[config.mk]
export PLATFORM = sky130hd
export DESIGN_NAME = seq_div_32_flat
export DESIGN_NICKNAME = d
export VERILOG_FILES = /design/src/rtl/seq_div_32_if.sv /design/src/rtl/seq_div_32.sv /design/src/flat_wrapper.sv
export SDC_FILE = /design/constraint.sdc
export NUM_CORES = 1
export LEC_CHECK = 0
export CAP_MARGIN = 20
export CORE_AREA = 2 2 191 193
export CTS_CLUSTER_DIAMETER = 50
export DETAILED_ROUTE_END_ITERATION = 12
export DIE_AREA = 0 0 193 195
export PLACE_DENSITY = 0.66
export SYNTH_ARGS = -nofsm -noshare
export SYNTH_HDL_FRONTEND = slang
export SYNTH_SLANG_ARGS = --single-unit
[constraint.sdc]
create_clock -name clock -period 12.1 [get_ports clock]
set_clock_uncertainty 0.2 [all_clocks]
set_input_delay 2.42 -clock clock [delete_from_list [all_inputs] [get_ports clock]]
set_output_delay 2.42 -clock clock [all_outputs]
set_load 0.05 [all_outputs]
[src/rtl/seq_div_32_if.sv]
// Handshake and result bundle for the sequential signed divider.
interface seq_div_32_if #(
  parameter int WIDTH = 32
);
  logic               start;
  logic [WIDTH-1:0]   a;
  logic [WIDTH-1:0]   b;
  logic               busy;
  logic               done;
  logic               div_zero;
  logic [2*WIDTH-1:0] z;

  modport master (output start, a, b, input busy, done, div_zero, z);
  modport slave  (input start, a, b, output busy, done, div_zero, z);
endinterface

[src/rtl/seq_div_32.sv]
// Multi-cycle signed divider, non-restoring radix-2, one quotient bit per clock.
// z = {remainder, quotient}; remainder takes the dividend's sign.
module seq_div_32 #(
  parameter int WIDTH = 32
) (
  input  logic         clock,
  input  logic         clear,
  seq_div_32_if.slave  bus
);
  localparam int CW = $clog2(WIDTH) + 1;

  typedef enum logic [2:0] {IDLE, SETUP, RUN, FIX, DONE} state_t;

  state_t               state_q, state_d;
  logic [WIDTH-1:0]     a_q, a_d, b_q, b_d;
  logic [WIDTH:0]       abs_b_q, abs_b_d;
  logic [WIDTH:0]       r_q, r_d;
  logic [WIDTH-1:0]     q_q, q_d;
  logic [CW-1:0]        cnt_q, cnt_d;
  logic                 sign_q_q, sign_q_d, sign_r_q, sign_r_d;
  logic                 zero_q, zero_d;
  logic                 busy_q, busy_d, done_q, done_d;
  logic                 div_zero_q, div_zero_d;
  logic [2*WIDTH-1:0]   z_q, z_d;

  logic [WIDTH:0]       r_sh, r_step;
  logic [WIDTH-1:0]     abs_a, r_fix, r_out, q_out;

  always_comb begin
    state_d    = state_q;
    a_d        = a_q;
    b_d        = b_q;
    abs_b_d    = abs_b_q;
    r_d        = r_q;
    q_d        = q_q;
    cnt_d      = cnt_q;
    sign_q_d   = sign_q_q;
    sign_r_d   = sign_r_q;
    zero_d     = zero_q;
    busy_d     = busy_q;
    done_d     = 1'b0;
    div_zero_d = div_zero_q;
    z_d        = z_q;

    // |a| as an unsigned WIDTH-bit value keeps 2^(WIDTH-1) intact
    abs_a  = a_q[WIDTH-1] ? (WIDTH'(0) - a_q) : a_q;
    r_sh   = {r_q[WIDTH-1:0], q_q[WIDTH-1]};
    r_step = r_q[WIDTH] ? (r_sh + abs_b_q) : (r_sh - abs_b_q);
    r_fix  = r_q[WIDTH] ? (r_q[WIDTH-1:0] + abs_b_q[WIDTH-1:0]) : r_q[WIDTH-1:0];
    r_out  = sign_r_q ? (WIDTH'(0) - r_fix) : r_fix;
    q_out  = sign_q_q ? (WIDTH'(0) - q_q) : q_q;

    unique case (state_q)
      IDLE: begin
        if (bus.start) begin
          a_d     = bus.a;
          b_d     = bus.b;
          busy_d  = 1'b1;
          state_d = SETUP;
        end
      end
      SETUP: begin
        sign_q_d = a_q[WIDTH-1] ^ b_q[WIDTH-1];
        sign_r_d = a_q[WIDTH-1];
        abs_b_d  = b_q[WIDTH-1] ? ((WIDTH+1)'(0) - {1'b1, b_q}) : {1'b0, b_q};
        r_d      = '0;
        q_d      = abs_a;
        cnt_d    = '0;
        // divide-by-zero still passes through FIX so the result is registered in one place
        zero_d   = (b_q == '0);
        state_d  = (b_q == '0) ? FIX : RUN;
      end
      RUN: begin
        r_d   = r_step;
        q_d   = {q_q[WIDTH-2:0], ~r_step[WIDTH]};
        cnt_d = cnt_q + 1'b1;
        if (cnt_q == CW'(WIDTH - 1)) state_d = FIX;
      end
      FIX: begin
        if (zero_q) begin
          z_d        = {a_q, {WIDTH{1'b1}}};
          div_zero_d = 1'b1;
        end else begin
          z_d        = {r_out, q_out};
          div_zero_d = 1'b0;
        end
        busy_d  = 1'b0;
        done_d  = 1'b1;
        state_d = DONE;
      end
      DONE: state_d = IDLE;
      default: state_d = IDLE;
    endcase
  end

  always_ff @(posedge clock) begin
    if (clear) begin
      state_q    <= IDLE;
      a_q        <= '0;
      b_q        <= '0;
      abs_b_q    <= '0;
      r_q        <= '0;
      q_q        <= '0;
      cnt_q      <= '0;
      sign_q_q   <= 1'b0;
      sign_r_q   <= 1'b0;
      zero_q     <= 1'b0;
      busy_q     <= 1'b0;
      done_q     <= 1'b0;
      div_zero_q <= 1'b0;
      z_q        <= '0;
    end else begin
      state_q    <= state_d;
      a_q        <= a_d;
      b_q        <= b_d;
      abs_b_q    <= abs_b_d;
      r_q        <= r_d;
      q_q        <= q_d;
      cnt_q      <= cnt_d;
      sign_q_q   <= sign_q_d;
      sign_r_q   <= sign_r_d;
      zero_q     <= zero_d;
      busy_q     <= busy_d;
      done_q     <= done_d;
      div_zero_q <= div_zero_d;
      z_q        <= z_d;
    end
  end

  assign bus.busy     = busy_q;
  assign bus.done     = done_q;
  assign bus.div_zero = div_zero_q;
  assign bus.z        = z_q;
endmodule

[src/flat_wrapper.sv]
// flat-port wrapper written by rule: the top's interface ports become plain ports
module seq_div_32_flat 
#(
  parameter int WIDTH = 32
)
  (clock, clear, bus_start, bus_a, bus_b, bus_busy, bus_done, bus_div_zero, bus_z);
  seq_div_32_if #(.WIDTH(WIDTH)) bus_i ();
  input  logic clock;
  input  logic clear;
  input wire logic [$bits(bus_i.start)-1:0] bus_start;
  input wire logic [$bits(bus_i.a)-1:0] bus_a;
  input wire logic [$bits(bus_i.b)-1:0] bus_b;
  output wire logic [$bits(bus_i.busy)-1:0] bus_busy;
  output wire logic [$bits(bus_i.done)-1:0] bus_done;
  output wire logic [$bits(bus_i.div_zero)-1:0] bus_div_zero;
  output wire logic [$bits(bus_i.z)-1:0] bus_z;
  assign bus_i.start = bus_start;
  assign bus_i.a = bus_a;
  assign bus_i.b = bus_b;
  assign bus_busy = bus_i.busy;
  assign bus_done = bus_i.done;
  assign bus_div_zero = bus_i.div_zero;
  assign bus_z = bus_i.z;
  seq_div_32 #(.WIDTH(WIDTH)) u_core (.clock(clock), .clear(clear), .bus(bus_i));
endmodule
==> results_dict.tcl, run 1 <==
set metrics [dict create \
    outcome "finished clean" \
    cts_root_buffer "clkbuf_16" \
    area_growth_pct 17.4 \
    first_iter_violations 1293 \
    core_area_um2 35400 \
    p_int_mw 1.82 \
    wl_per_cell_um 18.1 \
    gp_congestion 0.900 \
    max-vdd-ir-drop_mv 0.115 \
    async_flop_share_pct 0 \
    final.period_utilization_pct 47.0 \
    placed_area_um2 17300 \
    drt-total-wl_um 47200 \
    diodes 0 \
    p_switching_mw 0.994 \
    synth_area_per_cell_um2 7.64 \
    synth-main-ff-cell "dfxtp_1" \
    grt_pass1_vias 14600 \
    fmax_ghz 0.176 \
    setup_violations 0 \
    synthesis.area_um2 15700 \
    num_io_pins 134 \
    cp.required_ns 12.33 \
    p_total_mw 2.81 \
    crit_path_start_kind "flip-flop" \
    relSlewSlack_pct 23.5 \
    track_usage_pct 25.1 \
    clkSinkCount 241 \
    start_util_pct 44.5 \
    grt_max_degree 98 \
    clk_path_buf_depth 3 \
    maxCapViolCount 0 \
    synth.distinct_cells 75 \
    die_w_um 193 \
    dp.final_hpwl_um 33600 \
    path_clk_slew_ns 0.06 \
    crit_type "reg2reg" \
    maxSlewViolCount 0 \
    power_leakage_nw 6.86 \
    rsz0062_at_grt "no" \
    via_per_inst 5.95 \
    hold_buffers 0 \
    worst_ep_arrival_time_ns 5.92 \
    drtPass1Iterations 5 \
    num_vias 15500 \
    tightestPinTransition_ns 1.13 \
    h-tree-depth 2 \
    fin_setup_tns_ns 0 \
    worstHoldPathType "reg2reg" \
    synth-seq-cells 241 \
    route.detailed.drc 0 \
    die-area_um2 37600 \
    num-nets-final 2254 \
    antenna_left 0 \
    numCtsBuffers 37 \
    grt_pass1_wl_um 76800 \
    finalInstanceArea_um2 18500 \
    power_density_nw_per_um2 152 \
    hold_viol 0 \
    drive_gt1_share_pct 5.47 \
    antenna_found_initial 0 \
    cts_resized 0 \
    grt_overflow_total 0 \
    cts_tree "yes" \
    p_comb_share_pct 31.3 \
    synth_edf_count 0 \
    postCtsSetupRepairBufs 0 \
    ys_seq_area_share_pct 30.6 \
    syn_nets 2200 \
    placed_cells 2537 \
    fill_cells 3438 \
    switching_share_pct 35.4 \
    period_minus_slack_ns 5.69 \
    power_frac_seq_pct 32.4 \
    syn_inst 2062 \
    yosys_warnings 0 \
    pwr-share-clk_pct 36.3 \
    critPathMaxFanout 6 \
    port_buffers 133 \
    rows 69 \
    fin_cells 2601 \
    insertion_delay_ns 0.54 \
    endpoint_kind "flip-flop" \
    die_h_um 195 \
]
-- critical path, stage by stage, from the launching register on --
cell and delay [ns]:
dfxtp_1 0.37, nor3_1 0.27, nand3b_1 0.24, nor3_1 0.55, a21oi_1 0.16, xor2_1 0.19, ha_1 0.34, and3_1 0.23
a221oi_1 0.30, o21ai_0 0.23, a211oi_1 0.46, nor3_1 0.17, o41ai_1 0.71, o21ai_0 0.38, a221oi_1 0.42, xnor2_1 0.11
a22o_1 0.23
-- power groups by stage --
stage,Clock (mW),Combinational [mW],Sequential [mW]
after global routing,1.08,0.975,0.917
after floorplan,0,0.652,0.917
final,1.02,0.880,0.910
after detailed placement,0,0.863,0.927
after CTS,1.04,0.868,0.910
after global placement,0,0.850,0.925
-- cell usage in the layout, fill, tap and decap left out, types with 14 or more instances in the layout --
| master | instances |
|---|---|
| a22oi_1 | 49 |
| o41ai_1 | 19 |
| nand4_1 | 21 |
| a211oi_1 | 79 |
| xor2_1 | 86 |
| a31oi_1 | 15 |
| a21o_1 | 26 |
| o21ai_0 | 100 |
| xnor2_1 | 93 |
| nor2b_1 | 14 |
| or4_1 | 22 |
| clkdlybuf4s50_1 | 132 |
| nand3_1 | 33 |
| nand2_1 | 279 |
| and3_1 | 18 |
| buf_4 | 14 |
| nor3_1 | 36 |
| or3_1 | 27 |
| nor2_1 | 202 |
| clkbuf_16 | 38 |
| nand2b_1 | 17 |
| a21oi_1 | 196 |
| dfxtp_1 | 239 |
| o211ai_1 | 19 |
| o21a_1 | 17 |
| ha_1 | 69 |
| inv_1 | 38 |
| o31ai_1 | 34 |
-- cells in the mapped netlist, types with 6 or more instances --
| cell | n | area, µm² |
|---|---|---|
| nor2b_1 | 14 | 87.6 |
| mux2_2 | 6 | 67.6 |
| a21o_1 | 26 | 195 |
| or4_1 | 22 | 165 |
| a22oi_1 | 49 | 368 |
| o211ai_1 | 19 | 143 |
| nand2b_1 | 17 | 106 |
| ha_1 | 69 | 863 |
| xor2_1 | 86 | 753 |
| nor4_1 | 11 | 68.8 |
| and2_1 | 7 | 43.8 |
| xnor2_1 | 93 | 815 |
| nand3_1 | 33 | 165 |
| o22ai_1 | 13 | 81.3 |
| nor3b_1 | 6 | 45.0 |
| a211oi_1 | 79 | 593 |
| a31oi_1 | 15 | 93.8 |
| a21oi_1 | 196 | 981 |
| o41ai_1 | 19 | 166 |
| mux2i_1 | 13 | 130 |
| or2_2 | 13 | 81.3 |
| and3_1 | 18 | 113 |
| nor2_1 | 204 | 766 |
| o31ai_1 | 34 | 255 |
| nand3b_1 | 13 | 97.6 |
| nor3_1 | 36 | 180 |
| dfxtp_1 | 241 | 4820 |
| o21bai_1 | 8 | 60.1 |
| buf_2 | 7 | 35.0 |
| nand2_1 | 280 | 1050 |
| inv_1 | 38 | 143 |
| nand4_1 | 21 | 131 |
| clkbuf_1 | 110 | 413 |
| buf_1 | 16 | 60.1 |
| o21a_1 | 17 | 128 |
| o221ai_1 | 7 | 61.3 |
| a221oi_1 | 11 | 96.3 |
| or3_1 | 27 | 169 |
| o21ai_0 | 100 | 500 |
| a2111oi_0 | 6 | 52.6 |
-- state kept, by name, summed over array words and instances (netlist names) --
signal	flops
u_core.bus.z	64
u_core.abs_b_q	33
u_core.r_q	33
u_core.a_q	32
u_core.b_q	32
u_core.q_q	32
u_core.cnt_q	6
u_core.state_q	3
u_core.bus.busy	1
u_core.bus.div_zero	1
u_core.bus.done	1
u_core.sign_q_q	1
u_core.sign_r_q	1
u_core.zero_q	1
-- cell type report --
class / instances / area (µm²) / area share [%]
multi-input combinational: 1648 / 10300 / 55.6
sequential: 241 / 4830 / 26.1
timing repair buffer: 149 / 1490 / 8.03
clock buffer: 46 / 1040 / 5.63
tap: 461 / 577 / 3.12
inverter: 39 / 146 / 0.792
clock inverter: 17 / 139 / 0.751
-- cells by family (layout without fill, tap and decap cells) --
kind of cell             Yosys count  after routing  share of synthesized area, %
AO/OA/AOI/OAI                    638            638                          26.2
buffers and inverters            173            251                          4.23
AND/OR/NAND/NOR                  740            740                          21.8
adder cells (fa/ha/maj)           71             71                          5.74
flip-flops                       241            241                          30.6
multiplexers                      19             19                          1.26
XOR/XNOR                         180            180                          10.1
-- final timing paths --
check | start | end | slack (ns) | cells past startpoint
worst max-delay path | u_core.abs_b_q[0] | u_core.r_q[31] | 6.41 | 16
worst min-delay path | u_core.bus.z[52] | u_core.bus.z[52] | 0.25 | 2
worst max register to register | u_core.abs_b_q[0] | u_core.r_q[31] | 6.41 | 16
worst min register to register | u_core.bus.z[52] | u_core.bus.z[52] | 0.25 | 2
-- routing by layer --
metal | part of all wire [%] | global-route usage (%) | wire length (µm)
met5 | 0 | 0 | 0
met4 | 2.6 | 8.22 | 1210
met3 | 6.0 | 3.52 | 2850
met2 | 45 | 40.2 | 21400
met1 | 46 | 34.6 | 21800
-- stage by stage --
stage          setup WS [ns]  utilization [%]  hold WS [ns]
3_3_place_gp            6.81             48.8         0.245
5_1_grt                 6.08             52.3         0.294
6_report                6.41             52.3         0.252
4_1_cts                 6.63             52.2         0.254
3_5_place_dp            6.62             48.8         0.247
2_1_floorplan           6.55                -         0.255
Power figures use the tool's default switching activity.
==> inputs of run 2 (changes only) <==
==> constraint.sdc (replaced) <==
create_clock -name clock -period 5.6 [get_ports clock]
set_clock_uncertainty 0.2 [all_clocks]
set_input_delay 1.12 -clock clock [delete_from_list [all_inputs] [get_ports clock]]
set_output_delay 1.12 -clock clock [all_outputs]
set_load 0.05 [all_outputs]
==> run 2 against run 1 <==
Compared with the run above:
- sequential share of layout area is essentially flat
- highest routed layer unchanged
- hold slack gained 0.0094 ns
- clock power grew 110%
- clock-buffer cell count shrank 2
- final cell count grew 0.12%
- non-clock buffer count grew 7
- first-iteration DRC count shrank 14%
- largest cell class unchanged
- maximum frequency grew 12%
- die area is the same
- utilization is essentially flat
==> results_dict.tcl, run 2 (same netlist as run 1, synthesis figures left out) <==
set metrics [dict create \
    gr-usage-met2_pct 39.7 \
    port_buffers 133 \
    final_cell_mix "279 x nand2_1, 239 x dfxtp_1, 202 x nor2_1" \
    num_vias 15300 \
    hold_viol 0 \
    fin_util_pct 52.3 \
    grtUsageMet3_pct 3.15 \
    grt_overflow_total 0 \
    rsz0062_at_grt "no" \
    fin_setup_tns_ns 0 \
    timing.rr.start "u_core.abs_b_q[6]" \
    worst_ep_arrival_time_ns 5.27 \
    postCtsSetupRepairBufs 0 \
    cp-startpoint "u_core.abs_b_q[6]" \
    diodes 0 \
    worstHoldPathType "reg2reg" \
    grt_max_degree 125 \
    insertion_delay_ns 0.52 \
    crit_type "reg2reg" \
    clk_path_buf_depth 3 \
    num-nets-final 2258 \
    power_leakage_nw 6.87 \
    grtUsageMet1_pct 34.0 \
    cts_root_buffer "clkbuf_16" \
    die_h_um 195 \
    numCtsBuffers 34 \
    busiest_layer "met2" \
    rows 69 \
    drtPass1Iterations 5 \
    track_usage_pct 24.5 \
    cts_resized 0 \
    cp-endpoint "u_core.r_q[31]" \
    maxCapViolCount 0 \
    r2r_cells 16 \
    cp.required_ns 5.81 \
    gp_congestion 0.929 \
    drt-total-wl_um 46800 \
    worst_slack_ns 0.540 \
    max-vdd-ir-drop_mv 0.278 \
    via_per_inst 5.88 \
    antenna_found_initial 0 \
    path_clk_slew_ns 0.05 \
    cts_tree "yes" \
    dpl_worst_slack_ns 0.698 \
    setup_violations 0 \
    antenna_left 0 \
    grt_pass1_wl_um 74700 \
    grt_pass1_vias 14000 \
    maxSlewViolCount 0 \
    outcome "finished clean" \
    h-tree-depth 2 \
    critPathMaxFanout 8 \
    path_cells "or4_1 -> nor3_1 -> a21oi_1 -> xor2_1 -> ha_1 -> and3_1 -> a221oi_1 -> o21ai_0 -> a211oi_1 -> nor3_1 -> o41ai_1 -> buf_4 -> o21ai_0 -> a221oi_1 -> xnor2_1 -> a22o_1" \
    fin_cells 2604 \
    num_io_pins 134 \
    final.period_utilization_pct 90.3 \
    fill_cells 3463 \
    critical-path-max-stage-delay_ns 0.57 \
    layout_commonest_cell "nand2_1" \
    power_density_nw_per_um2 326 \
    area_growth_pct 17.5 \
    p_total_mw 6.03 \
    regToRegSetupSlack_ns 0.54 \
    period_minus_slack_ns 5.06 \
    worstReg2RegEnd "u_core.r_q[31]" \
    fmax_ghz 0.198 \
    die_w_um 193 \
    first_iter_violations 1109 \
    core_area_um2 35400 \
    start_util_pct 44.5 \
    slowest_stage "or4_1" \
    drive_gt1_share_pct 5.51 \
    crit_path_start_kind "flip-flop" \
    endpoint_kind "flip-flop" \
    largest_register_ffs 64 \
    relSlewSlack_pct 28.3 \
    hold_buffers 0 \
    wl_per_cell_um 18.0 \
    tightestPinTransition_ns 1.07 \
    die-area_um2 37600 \
    dp.final_hpwl_um 34200 \
    route.detailed.drc 0 \
    placed_cells 2543 \
    clkSinkCount 241 \
]
## run 2: cell types whose count changed in the layout (fill, tap and decap cells not counted), moves of 2 or more
cell       delta
buf_4         +6
bufinv_16     +2
clkbuf_1      +2
clkbuf_16     -3
clkinv_2      -2
clkinv_4      -2
## run 2: final cells by class
cell class | instances | area [µm²] | area share, %
Clock buffer | 44 | 960 | 5.19
Clock inverter | 15 | 163 | 0.879
Inverter | 39 | 146 | 0.791
Multi-Input combinational cell | 1648 | 10300 | 55.6
Sequential cell | 241 | 4830 | 26.1
Tap cell | 461 | 577 | 3.12
Timing Repair Buffer | 156 | 1550 | 8.35
## run 2: layer usage
layer,part of all wire (%),vias up,wire length [µm]
li1,-,7580,-
met1,46,7257,21600
met2,46,408,21700
met3,4.9,79,2310
met4,2.4,0,1140
met5,0,-,0
## run 2: worst min-delay path by stage
stage / start / endpoint / slack (ns) / depth (start not counted)
after floorplan: u_core.b_q[12] / u_core.b_q[12] / 0.26 / 2
after global placement: u_core.bus.busy / u_core.bus.busy / 0.25 / 2
after detailed placement: u_core.bus.busy / u_core.bus.busy / 0.26 / 2
after CTS: u_core.bus.busy / u_core.bus.busy / 0.26 / 2
after global routing: u_core.bus.busy / u_core.bus.busy / 0.29 / 2
final: u_core.bus.busy / u_core.bus.busy / 0.26 / 2
## run 2: worst max-delay path, delay by kind of cell (launching register included)
family          cells  cell delay (ns)
compound gates      8             2.20
fa+ha+maj           1             0.34
buf+inv             1             0.19
xor+xnor            2             0.27
simple gates        4             1.35
flops               1             0.38
## run 2: per-stage QoR
step	hold slack (ns)	area (µm²)
floorplan	0.255	15700
global placement	0.246	17300
detailed placement	0.260	17300
CTS	0.265	18500
global route	0.289	18500
finish	0.261	18500
## run 2: power breakdown
group	internal (mW)	total (mW)	switching (mW)
Combinational	0.757	1.91	1.15
Sequential	1.82	1.97	0.152
Clock	1.35	2.15	0.804
==> inputs of run 3 (changes only) <==
--- a/config.mk
+++ b/config.mk
@@ -6,10 +6,11 @@
 export NUM_CORES = 1
 export LEC_CHECK = 0
 export CAP_MARGIN = 20
-export CORE_AREA = 2 2 191 193
-export CTS_CLUSTER_DIAMETER = 50
+export CORE_AREA = 4 4 193 195
+export CTS_CLUSTER_DIAMETER = 40
 export DETAILED_ROUTE_END_ITERATION = 12
-export DIE_AREA = 0 0 193 195
+export DIE_AREA = 0 0 197 199
+export HOLD_SLACK_MARGIN = 0.15
 export PLACE_DENSITY = 0.66
 export SYNTH_ARGS = -nofsm -noshare
 export SYNTH_HDL_FRONTEND = slang
==> run 3 against run 2 <==
Compared with the run above:
- clock power up 22%
- sequential power about the same
- worst setup slack worse by 0.15 ns
- register-to-register slack worse by 0.15 ns
- non-clock buffer count up 1
- wire length up 3.1%
- via count up 0.63%
- critical path type unchanged
- clock-buffer cell count up 13
- die area up 4.2%
- first-iteration DRC count down 3.8%
==> results_dict.tcl, run 3 (same netlist as run 1, synthesis figures left out) <==
set metrics [dict create \
    p_comb_share_pct 29.6 \
    start_util_pct 44.5 \
    track_usage_pct 23.6 \
    p_int_mw 4.31 \
    route.detailed.drc 0 \
    grt_max_degree 132 \
    worstHoldPathType "reg2reg" \
    endpoint_kind "flip-flop" \
    clkSinkCount 241 \
    rsz0062_at_grt "no" \
    final_cell_mix "279 x nand2_1, 239 x dfxtp_1, 202 x nor2_1" \
    cp.required_ns 5.84 \
    tightestPinTransition_ns 1.04 \
    period_minus_slack_ns 5.21 \
    cts_root_buffer "clkbuf_16" \
    largest_register_ffs 64 \
    path_buf_inv 1 \
    power_leakage_nw 7.02 \
    crit_type "reg2reg" \
    insertion_delay_ns 0.56 \
    numCtsBuffers 41 \
    gp_congestion 0.874 \
    power_density_nw_per_um2 347 \
    relSlewSlack_pct 30.8 \
    setup_violations 0 \
    area_growth_pct 19.5 \
    final.period_utilization_pct 93.0 \
    fin_util_pct 53.2 \
    outcome "finished clean" \
    rows 69 \
    num_vias 15400 \
    switching_share_pct 34.0 \
    postCtsSetupRepairBufs 0 \
    placed_cells 2545 \
    maxSlewViolCount 0 \
    hold_buffers 0 \
    wl_per_cell_um 18.4 \
    layout_commonest_cell "nand2_1" \
    path_cells "or4_1 -> nor3_1 -> a21oi_1 -> xor2_1 -> ha_1 -> and3_1 -> a221oi_1 -> o21ai_0 -> a211oi_1 -> nor3_1 -> o41ai_1 -> buf_4 -> o21ai_0 -> a221oi_1 -> xnor2_1 -> a22o_1" \
    diodes 0 \
    cts_resized 0 \
    via_per_inst 5.88 \
    maxCapViolCount 0 \
    grt_pass1_wl_um 76100 \
    dp.final_hpwl_um 35200 \
    drive_gt1_share_pct 6.02 \
    p_switching_mw 2.22 \
    crit_path_start_kind "flip-flop" \
    die_w_um 197 \
    die_h_um 199 \
    fill_cells 3396 \
    drt-total-wl_um 48200 \
    fin_setup_tns_ns 0 \
    grt_pass1_vias 14200 \
    pwr-share-clk_pct 40.3 \
    drtPass1Iterations 5 \
    first_iter_violations 1067 \
    max-vdd-ir-drop_mv 0.255 \
    antenna_found_initial 0 \
    antenna_left 0 \
    hold_viol 0 \
    num-nets-final 2266 \
    core_area_um2 35400 \
    path_clk_slew_ns 0.05 \
    critical-path-max-stage-delay_ns 0.60 \
    clk_path_buf_depth 3 \
    die-area_um2 39200 \
    fmax_ghz 0.192 \
    port_buffers 133 \
    cp_top_family "compound AO/OA/AOI/OAI gates" \
    grt_overflow_total 0 \
    num_io_pins 134 \
    cts_tree "yes" \
    worst_ep_arrival_time_ns 5.45 \
    fin_cells 2621 \
    critPathMaxFanout 8 \
    power_frac_seq_pct 30.1 \
    h-tree-depth 2 \
    slowest_stage "or4_1" \
]
-- run 3: changes by cell type in the layout (fill, tap and decap cells not counted), sizes merged --
cell / delta
clkinvlp: -1
buf: +1
clkbuf: +13
inv: +1
bufinv: +3
-- run 3: worst register-to-register path, stage by stage, from the launching register on --
cell	delay, ns
dfxtp_1	0.38
or4_1	0.60
nor3_1	0.41
a21oi_1	0.14
xor2_1	0.17
ha_1	0.34
and3_1	0.23
a221oi_1	0.28
o21ai_0	0.27
a211oi_1	0.40
nor3_1	0.17
o41ai_1	0.37
buf_4	0.19
o21ai_0	0.19
a221oi_1	0.41
xnor2_1	0.12
a22o_1	0.23
-- run 3: layout make-up --
| cell class | count | area (µm²) | share of cell area, % |
|---|---|---|---|
| clock buffers | 57 | 1170 | 6.20 |
| flip-flops and latches | 241 | 4830 | 25.6 |
| well taps | 461 | 577 | 3.06 |
| clock inverters | 18 | 280 | 1.49 |
| multi-input cells | 1648 | 10300 | 54.6 |
| repair buffers | 157 | 1550 | 8.21 |
| inverters | 39 | 146 | 0.778 |
-- run 3: path summary, 6_finish.rpt --
kind                      from  slack [ns]  depth (start not counted)          endpoint
max reg2reg  u_core.abs_b_q[6]        0.39                         16    u_core.r_q[31]
min reg2reg   u_core.bus.z[52]        0.25                          2  u_core.bus.z[52]
min           u_core.bus.z[52]        0.25                          2  u_core.bus.z[52]
max          u_core.abs_b_q[6]        0.39                         16    u_core.r_q[31]
-- run 3: power groups by stage --
stage	sequential [mW]	clock, mW	combinational (mW)
finish	1.97	2.63	1.94
global route	1.98	2.76	2.13
CTS	1.97	2.68	1.91
detailed placement	2.00	0	1.89
global placement	2.00	0	1.87
floorplan	1.98	0	1.41
-- run 3: stage by stage --
stage	cell area, µm²	setup WS, ns	hold slack (ns)	power, mW
6_report	18800	0.393	0.252	6.54
5_1_grt	18800	0.0592	0.273	6.88
4_1_cts	18800	0.455	0.253	6.56
3_5_place_dp	17300	0.510	0.247	3.90
3_3_place_gp	17300	0.721	0.245	3.87
2_1_floorplan	15700	0.0471	0.255	3.39
-- run 3: per-layer routing --
metal	global-route usage [%]	vias to the layer above	wire, µm
met5	0	-	0
met4	7.58	0	1410
met3	3.29	83	2860
met2	37.9	489	21600
met1	32.9	7214	22400
li1	-	7634	-
